## src/rtl/led_matrix_pkg.sv

```systemverilog
// Shared constants, scan state encoding and the column-slice helper for the
// LED matrix scan controller and the status decoders.
package led_matrix_pkg;

  localparam int NUM_COLS = 5;
  localparam int NUM_ROWS = 7;
  localparam int IMAGE_W  = NUM_COLS * NUM_ROWS;
  localparam int COL_W    = $clog2(NUM_COLS);

  typedef enum logic {
    IDLE = 1'b0,
    SCAN = 1'b1
  } scan_state_t;

  // Column c of a column-packed image lives at bits [7c+6:7c].
  function automatic logic [NUM_ROWS-1:0] col_slice(input logic [IMAGE_W-1:0] img,
                                                    input logic [COL_W-1:0]   col);
    logic [IMAGE_W-1:0] shifted;
    shifted = img >> (int'(col) * NUM_ROWS);
    return shifted[NUM_ROWS-1:0];
  endfunction

endpackage

```

## src/rtl/led_matrix_scan_controller_if.sv

```systemverilog
// Signal bundle between the image/status source (master) and the scan
// controller (slave), plus the controller's state for debug observation.
interface led_matrix_scan_controller_if;
  import led_matrix_pkg::*;

  // image_load is a one-cycle write strobe that is always accepted (no ready);
  // load_ack pulses once when the staged image reaches the display register.
  logic                enable;
  logic [IMAGE_W-1:0]  image_in;
  logic                image_load;
  logic                blink_en;
  logic [NUM_COLS-1:0] col_sel_n;
  logic [NUM_ROWS-1:0] row_data;
  logic                frame_start;
  logic                load_ack;
  scan_state_t         dbg_state;

  modport master (
    output enable, image_in, image_load, blink_en,
    input  col_sel_n, row_data, frame_start, load_ack, dbg_state
  );

  modport slave (
    input  enable, image_in, image_load, blink_en,
    output col_sel_n, row_data, frame_start, load_ack, dbg_state
  );

endinterface

```

## src/rtl/led_matrix_dwell_timer.sv

```systemverilog
// Per-column dwell counter: counts 0..DWELL_CYCLES-1 while running and flags
// the last cycle of each dwell with a one-cycle dwell_done.
module led_matrix_dwell_timer #(
  parameter int DWELL_CYCLES = 50000
) (
  input  logic clk,
  input  logic rst_n,
  input  logic clear,
  input  logic run,
  output logic dwell_done
);

  localparam int DW = $clog2(DWELL_CYCLES);
  localparam logic [DW-1:0] LAST = DW'(DWELL_CYCLES - 1);

  logic [DW-1:0] count;

  assign dwell_done = run && (count == LAST);

  always_ff @(posedge clk) begin
    if (!rst_n || clear) begin
      count <= '0;
    end else if (run) begin
      count <= dwell_done ? '0 : count + 1'b1;
    end
  end

endmodule

```

## src/rtl/led_matrix_scan_controller.sv

```systemverilog
// Column-multiplexed scan of a 5x7 status image with a frame-synchronous
// double buffer and a frame-rate blink gate.
module led_matrix_scan_controller
  import led_matrix_pkg::*;
#(
  parameter int DWELL_CYCLES = 50000,
  parameter int BLINK_FRAMES = 25
) (
  input logic                        clk,
  input logic                        rst_n,
  led_matrix_scan_controller_if.slave bus
);

  localparam int FW = $clog2(BLINK_FRAMES + 1);
  localparam logic [FW-1:0]    FRAME_LAST = FW'(BLINK_FRAMES - 1);
  localparam logic [COL_W-1:0] COL_LAST   = COL_W'(NUM_COLS - 1);

  scan_state_t         state, state_nxt;
  logic [COL_W-1:0]    col, col_nxt;
  logic [IMAGE_W-1:0]  display, display_nxt;
  logic [IMAGE_W-1:0]  staging, staging_nxt;
  logic                pending, pending_nxt;
  logic [FW-1:0]       fcount, fcount_nxt;
  logic                phase, phase_nxt;
  logic [NUM_COLS-1:0] col_sel_q, col_sel_nxt;
  logic [NUM_ROWS-1:0] row_q, row_nxt;
  logic                frame_start_q, load_ack_q;
  logic                dwell_done, entering, frame_end, boundary, swap;

  // Cleared for the whole of IDLE so the first SCAN cycle always starts at 0.
  led_matrix_dwell_timer #(.DWELL_CYCLES(DWELL_CYCLES)) u_dwell (
    .clk        (clk),
    .rst_n      (rst_n),
    .clear      (state != SCAN),
    .run        ((state == SCAN) && bus.enable),
    .dwell_done (dwell_done)
  );

  always_comb begin
    state_nxt   = bus.enable ? SCAN : IDLE;
    entering    = (state == IDLE) && bus.enable;
    frame_end   = dwell_done && (col == COL_LAST);
    boundary    = entering || frame_end;

    col_nxt = col;
    if (!bus.enable || entering)  col_nxt = '0;
    else if (dwell_done)          col_nxt = (col == COL_LAST) ? '0 : col + 1'b1;

    // A load on the boundary cycle is folded in first, giving write-through.
    staging_nxt = bus.image_load ? bus.image_in : staging;
    pending_nxt = pending || bus.image_load;
    display_nxt = display;
    swap        = 1'b0;
    if (boundary && pending_nxt) begin
      swap        = 1'b1;
      display_nxt = staging_nxt;
      pending_nxt = 1'b0;
    end

    fcount_nxt = fcount;
    phase_nxt  = phase;
    if (!bus.enable) begin
      fcount_nxt = '0;
      phase_nxt  = 1'b0;
    end else if (frame_end) begin
      if (fcount == FRAME_LAST) begin
        fcount_nxt = '0;
        phase_nxt  = ~phase;
      end else begin
        fcount_nxt = fcount + 1'b1;
      end
    end

    col_sel_nxt = '1;
    row_nxt     = '0;
    if (state_nxt == SCAN) begin
      col_sel_nxt = ~(NUM_COLS'(1) << col_nxt);
      if (!(bus.blink_en && phase_nxt)) row_nxt = col_slice(display_nxt, col_nxt);
    end
  end

  always_ff @(posedge clk) begin
    if (!rst_n) begin
      state         <= IDLE;
      col           <= '0;
      display       <= '0;
      staging       <= '0;
      pending       <= 1'b0;
      fcount        <= '0;
      phase         <= 1'b0;
      col_sel_q     <= '1;
      row_q         <= '0;
      frame_start_q <= 1'b0;
      load_ack_q    <= 1'b0;
    end else begin
      state         <= state_nxt;
      col           <= col_nxt;
      display       <= display_nxt;
      staging       <= staging_nxt;
      pending       <= pending_nxt;
      fcount        <= fcount_nxt;
      phase         <= phase_nxt;
      col_sel_q     <= col_sel_nxt;
      row_q         <= row_nxt;
      frame_start_q <= boundary;
      load_ack_q    <= swap;
    end
  end

  assign bus.col_sel_n   = col_sel_q;
  assign bus.row_data    = row_q;
  assign bus.frame_start = frame_start_q;
  assign bus.load_ack    = load_ack_q;
  assign bus.dbg_state   = state;

endmodule

```

## src/flat_wrapper.sv

```systemverilog
// flat-port wrapper written by rule: the top's interface ports become plain ports
module led_matrix_scan_controller_flat import led_matrix_pkg::*;
#(
  parameter int DWELL_CYCLES = 50000,
  parameter int BLINK_FRAMES = 25
)
  (clk, rst_n, bus_enable, bus_image_in, bus_image_load, bus_blink_en, bus_col_sel_n, bus_row_data, bus_frame_start, bus_load_ack, bus_dbg_state);
  led_matrix_scan_controller_if bus_i ();
  input logic clk;
  input logic rst_n;
  input wire logic [$bits(bus_i.enable)-1:0] bus_enable;
  input wire logic [$bits(bus_i.image_in)-1:0] bus_image_in;
  input wire logic [$bits(bus_i.image_load)-1:0] bus_image_load;
  input wire logic [$bits(bus_i.blink_en)-1:0] bus_blink_en;
  output wire logic [$bits(bus_i.col_sel_n)-1:0] bus_col_sel_n;
  output wire logic [$bits(bus_i.row_data)-1:0] bus_row_data;
  output wire logic [$bits(bus_i.frame_start)-1:0] bus_frame_start;
  output wire logic [$bits(bus_i.load_ack)-1:0] bus_load_ack;
  output wire logic [$bits(bus_i.dbg_state)-1:0] bus_dbg_state;
  assign bus_i.enable = bus_enable;
  assign bus_i.image_in = bus_image_in;
  assign bus_i.image_load = bus_image_load;
  assign bus_i.blink_en = bus_blink_en;
  assign bus_col_sel_n = bus_i.col_sel_n;
  assign bus_row_data = bus_i.row_data;
  assign bus_frame_start = bus_i.frame_start;
  assign bus_load_ack = bus_i.load_ack;
  assign bus_dbg_state = bus_i.dbg_state;
  led_matrix_scan_controller #(.DWELL_CYCLES(DWELL_CYCLES), .BLINK_FRAMES(BLINK_FRAMES)) u_core (.clk(clk), .rst_n(rst_n), .bus(bus_i));
endmodule
```

## config.mk

```make
export PLATFORM = sky130hd
export DESIGN_NAME = led_matrix_scan_controller_flat
export DESIGN_NICKNAME = d
export VERILOG_FILES = /design/src/rtl/led_matrix_pkg.sv /design/src/rtl/led_matrix_scan_controller_if.sv /design/src/rtl/led_matrix_dwell_timer.sv /design/src/rtl/led_matrix_scan_controller.sv /design/src/flat_wrapper.sv
export SDC_FILE = /design/constraint.sdc
export NUM_CORES = 1
export LEC_CHECK = 0
export ABC_AREA = 0
export CORE_AREA = 2 2 118 120
export DETAILED_ROUTE_END_ITERATION = 8
export DIE_AREA = 0 0 120 122
export MAX_ROUTING_LAYER = met4
export PLACE_DENSITY = 0.58
export SLEW_MARGIN = 20
export SYNTH_ARGS = -nofsm -noshare
export SYNTH_HDL_FRONTEND = slang
export SYNTH_SLANG_ARGS = --single-unit
```

## constraint.sdc

```tcl
create_clock -name clk -period 4.1 [get_ports clk]
set_input_delay 1.025 -clock clk [delete_from_list [all_inputs] [get_ports clk]]
set_output_delay 1.025 -clock clk [all_outputs]
set_load 0.01 [all_outputs]
```

==> impl_metrics.py <==
metrics = {
    "timing": {
        "tns_ns": 0,
        "drv_slew": 0,
        "relSlewSlack": 0.5274,
        "setup_viol": 0,
        "post-route-worst-setup-slack_ns": 0.7750,
        "period_needed_ns": 3.325,
        "hold_viol": 0,
        "rsz0062_at_grt": "no",
        "fin_worst_skew_ns": 0.01198,
        "fmax_ghz": 0.3008,
        "timing.final.crit_share": 0.8110,
        "worstMarginPinSlew_ns": 0.6996,
    },
    "synthesis": {
        "synth_area_um2": 4488,
        "synth_top_area_cell": "dfxtp_1",
        "yosys_most_used_dff": "dfxtp_1",
        "syn_nets": 502,
        "ys_types": 47,
        "synthCells": 457,
        "synth_area_leaders": "dfxtp_1 (50%), mux2i_1 (8.3%), nor2_1 (7.8%)",
        "avgSynthCellArea_um2": 9.821,
        "ys_async_sr_fraction": 0,
        "synth_top_cell_area_share": 0.4951,
        "yosysSeqAreaShare": 0.4951,
        "synth-seq-cells": 111,
        "synth_warnings": 0,
        "synth_edf_count": 0,
    },
    "cts": {
        "numCtsBuffers": 9,
        "clk_path_buf_depth": 2,
        "htreeDepth": 3,
        "clkTransAtPathRegs_ns": 0.07,
        "root_buffer": "clkbuf_16",
        "cts_setup_buffers": 0,
        "post_cts_resized": 0,
        "cts_hold_buf": 0,
        "clkLatencyLatePin_ns": 0.35,
        "cts_tree": "yes",
        "cts_sinks": 111,
    },
    "power_and_ir_drop": {
        "internal_power_w": 0.001689,
        "finalPower_w": 0.002193,
        "clkPwrFrac": 0.396,
        "p_switching_w": 0.0005045,
        "power_frac_seq": 0.514,
        "ir_drop_v": 0.0002172,
        "leakage_nw": 2.150,
        "pwr-share-comb": 0.090,
        "pwr_density_cell_nw_per_um2": 399.3,
        "swShare": 0.2300,
    },
    "setup_path": {
        "r2r_cells": 7,
        "required_ns": 4.32,
        "cp.arrival_ns": 3.54,
        "worstPathMaxFanout": 10,
        "crit_path_start_kind": "primary input",
        "reg2reg_slack_ns": 1.48,
        "cp-end-kind": "register",
        "crit_type": "in -> reg",
    },
    "detailed_routing": {
        "drc": 0,
        "ant_nets": 0,
        "initialDrtViolationCount": 146,
        "via_per_inst": 4.691,
        "routed_wl_mm": 9.550,
        "wl_per_cell_um": 13.80,
        "num_vias": 3246,
        "firstDrtPassIters": 4,
    },
    "floorplan": {
        "dieWidth_um": 120,
        "num_io_pins": 55,
        "core-area_um2": 13500,
        "start_util": 0.3323,
        "die-area_um2": 14640,
        "rows": 43,
        "dieHeight_um": 122,
    },
    "cells_and_area": {
        "diodes": 0,
        "final_area_um2": 5493,
        "nets": 552,
        "syn2layout_area_growth_pct": 22.39,
        "layout-drive-gt1-share": 0.1172,
    },
    "status": {
        "status": "finished, final reports clean",
    },
    "place": {
        "place_ws_ns": 0.4381,
        "port-buffer-count": 54,
        "dp_hpwl_mm": 6.881,
        "placed_cell_area_um2": 5192,
        "place.gp.congestion": 0.8564,
    },
    "hold_path": {
        "hp-class": "reg -> reg",
        "hold_depth": 2,
    },
    "global_routing": {
        "gr-total-overflow": 0,
        "grt_first_pass_wirelength_mm": 15.60,
        "grt_max_degree": 53,
        "grt_antenna_before_repair": 0,
        "grt_use_total": 0.1418,
        "grt_pass1_vias": 3132,
    },
    "job": {
        "maxCapViolCount": 0,
    },
}
-- power groups by stage --
stage          registers (W)  clock network [W]  logic (W)
6_report             0.00113           0.000868   0.000197
5_1_grt              0.00113           0.000939   0.000219
4_1_cts              0.00113           0.000898   0.000202
3_5_place_dp         0.00115                  0   0.000201
3_3_place_gp         0.00115                  0   0.000199
2_1_floorplan        0.00115                  0   0.000121
-- worst paths after layout --
| path | start | to |
|---|---|---|
| worst min-delay path | u_core.staging[1]$_SDFF_PN0_ | u_core.staging[1]$_SDFF_PN0_ |
| worst max register to register | u_core.u_dwell.count[10]$_SDFFE_PP0P_ | u_core.bus.row_data[5]$_SDFF_PP0_ |
| worst max-delay path | bus_enable | u_core.bus.row_data[5]$_SDFF_PP0_ |
| worst min register to register | u_core.staging[1]$_SDFF_PN0_ | u_core.staging[1]$_SDFF_PN0_ |
-- sequential cells by signal (all words and copies together), names as in the netlist --
| register | count |
|---|---|
| u_core.bus.dbg_state | 1 |
| u_core.staging | 35 |
| u_core.fcount | 5 |
| u_core.bus.col_sel_n | 5 |
| u_core.bus.load_ack | 1 |
| u_core.phase | 1 |
| u_core.display | 35 |
| u_core.u_dwell.count | 16 |
| u_core.bus.row_data | 7 |
| u_core.bus.frame_start | 1 |
| u_core.pending | 1 |
| u_core.col | 3 |
-- worst max-delay path: stages --
cell	delay, ns
clkdlybuf4s50_1	0.66
and2_4	0.25
and3_1	0.44
nand2_8	0.12
or3_4	0.43
xor2_2	0.18
o21ai_2	0.27
o22ai_1	0.15
-- cell usage after synthesis (2+ instances only) --
master / number
buf_1: 3
nor3_1: 3
a21oi_1: 14
inv_1: 14
buf_6: 3
nor2_1: 93
xor2_1: 11
clkbuf_1: 9
or3_1: 4
mux2i_1: 37
dfxtp_1: 111
nor2b_1: 2
mux2_2: 28
o21ai_0: 4
nor3b_1: 2
o22ai_1: 21
nand4_1: 3
a31oi_1: 2
and2_1: 24
nand2b_1: 2
buf_4: 2
nand3_1: 11
ha_1: 5
and4_1: 3
xnor2_1: 5
nand2_1: 12
and3_1: 6
buf_2: 4
-- per-stage QoR --
step,utilization,hold slack [ns],std cells
global placement,0.3845,0.4752,676
floorplan,-,0.4463,457
detailed placement,0.3845,0.4756,676
finish,0.4067,0.4897,692
CTS,0.4067,0.4933,692
global route,0.4067,0.5120,692
-- per-layer routing --
layer	wire [µm]	part of all wire	track usage	vias to the layer above
met5	0	0	-	-
met4	110	0.012	0.03750	0
met3	444	0.046	0.03839	8
met2	4824	0.51	0.2468	61
met1	4171	0.44	0.1612	1522
li1	-	-	-	1655
-- placed cells by master, fill, tap and decap left out, drive strengths merged, types with 5 or more instances in the layout --
master         instances
xor2                  12
clkdlybuf4s50         53
nor2                  93
dfxtp                111
xnor2                  5
ha                     5
and2                  25
inv                   17
or3                    5
o21ai                  5
mux2i                 37
nand3                 11
buf                    7
a21oi                 14
nand2                 13
o22ai                 21
mux2                  28
and3                   6
clkbuf                12
-- logic make-up (layout without fill, tap and decap cells) --
family,Yosys count,count (layout),share of synthesized area
AO/OA/AOI/OAI,51,51,0.07834
XOR/XNOR,17,17,0.03485
adder cells (fa/ha/maj),5,5,0.01394
buffers and inverters,36,91,0.03791
flip-flops,111,111,0.4951
multiplexers,65,65,0.1528
AND/OR/NAND/NOR,172,172,0.1871
-- final cells by class --
cell class	instances	area, µm²
multi-input combinational	310	2096
clock inverter	4	33.78
fill	1340	8011
inverter	15	56.30
clock buffer	12	266.5
timing repair buffer	60	593.1
sequential	111	2222
tap	180	225.2
No activity file was read; power rests on OpenSTA's default activity.
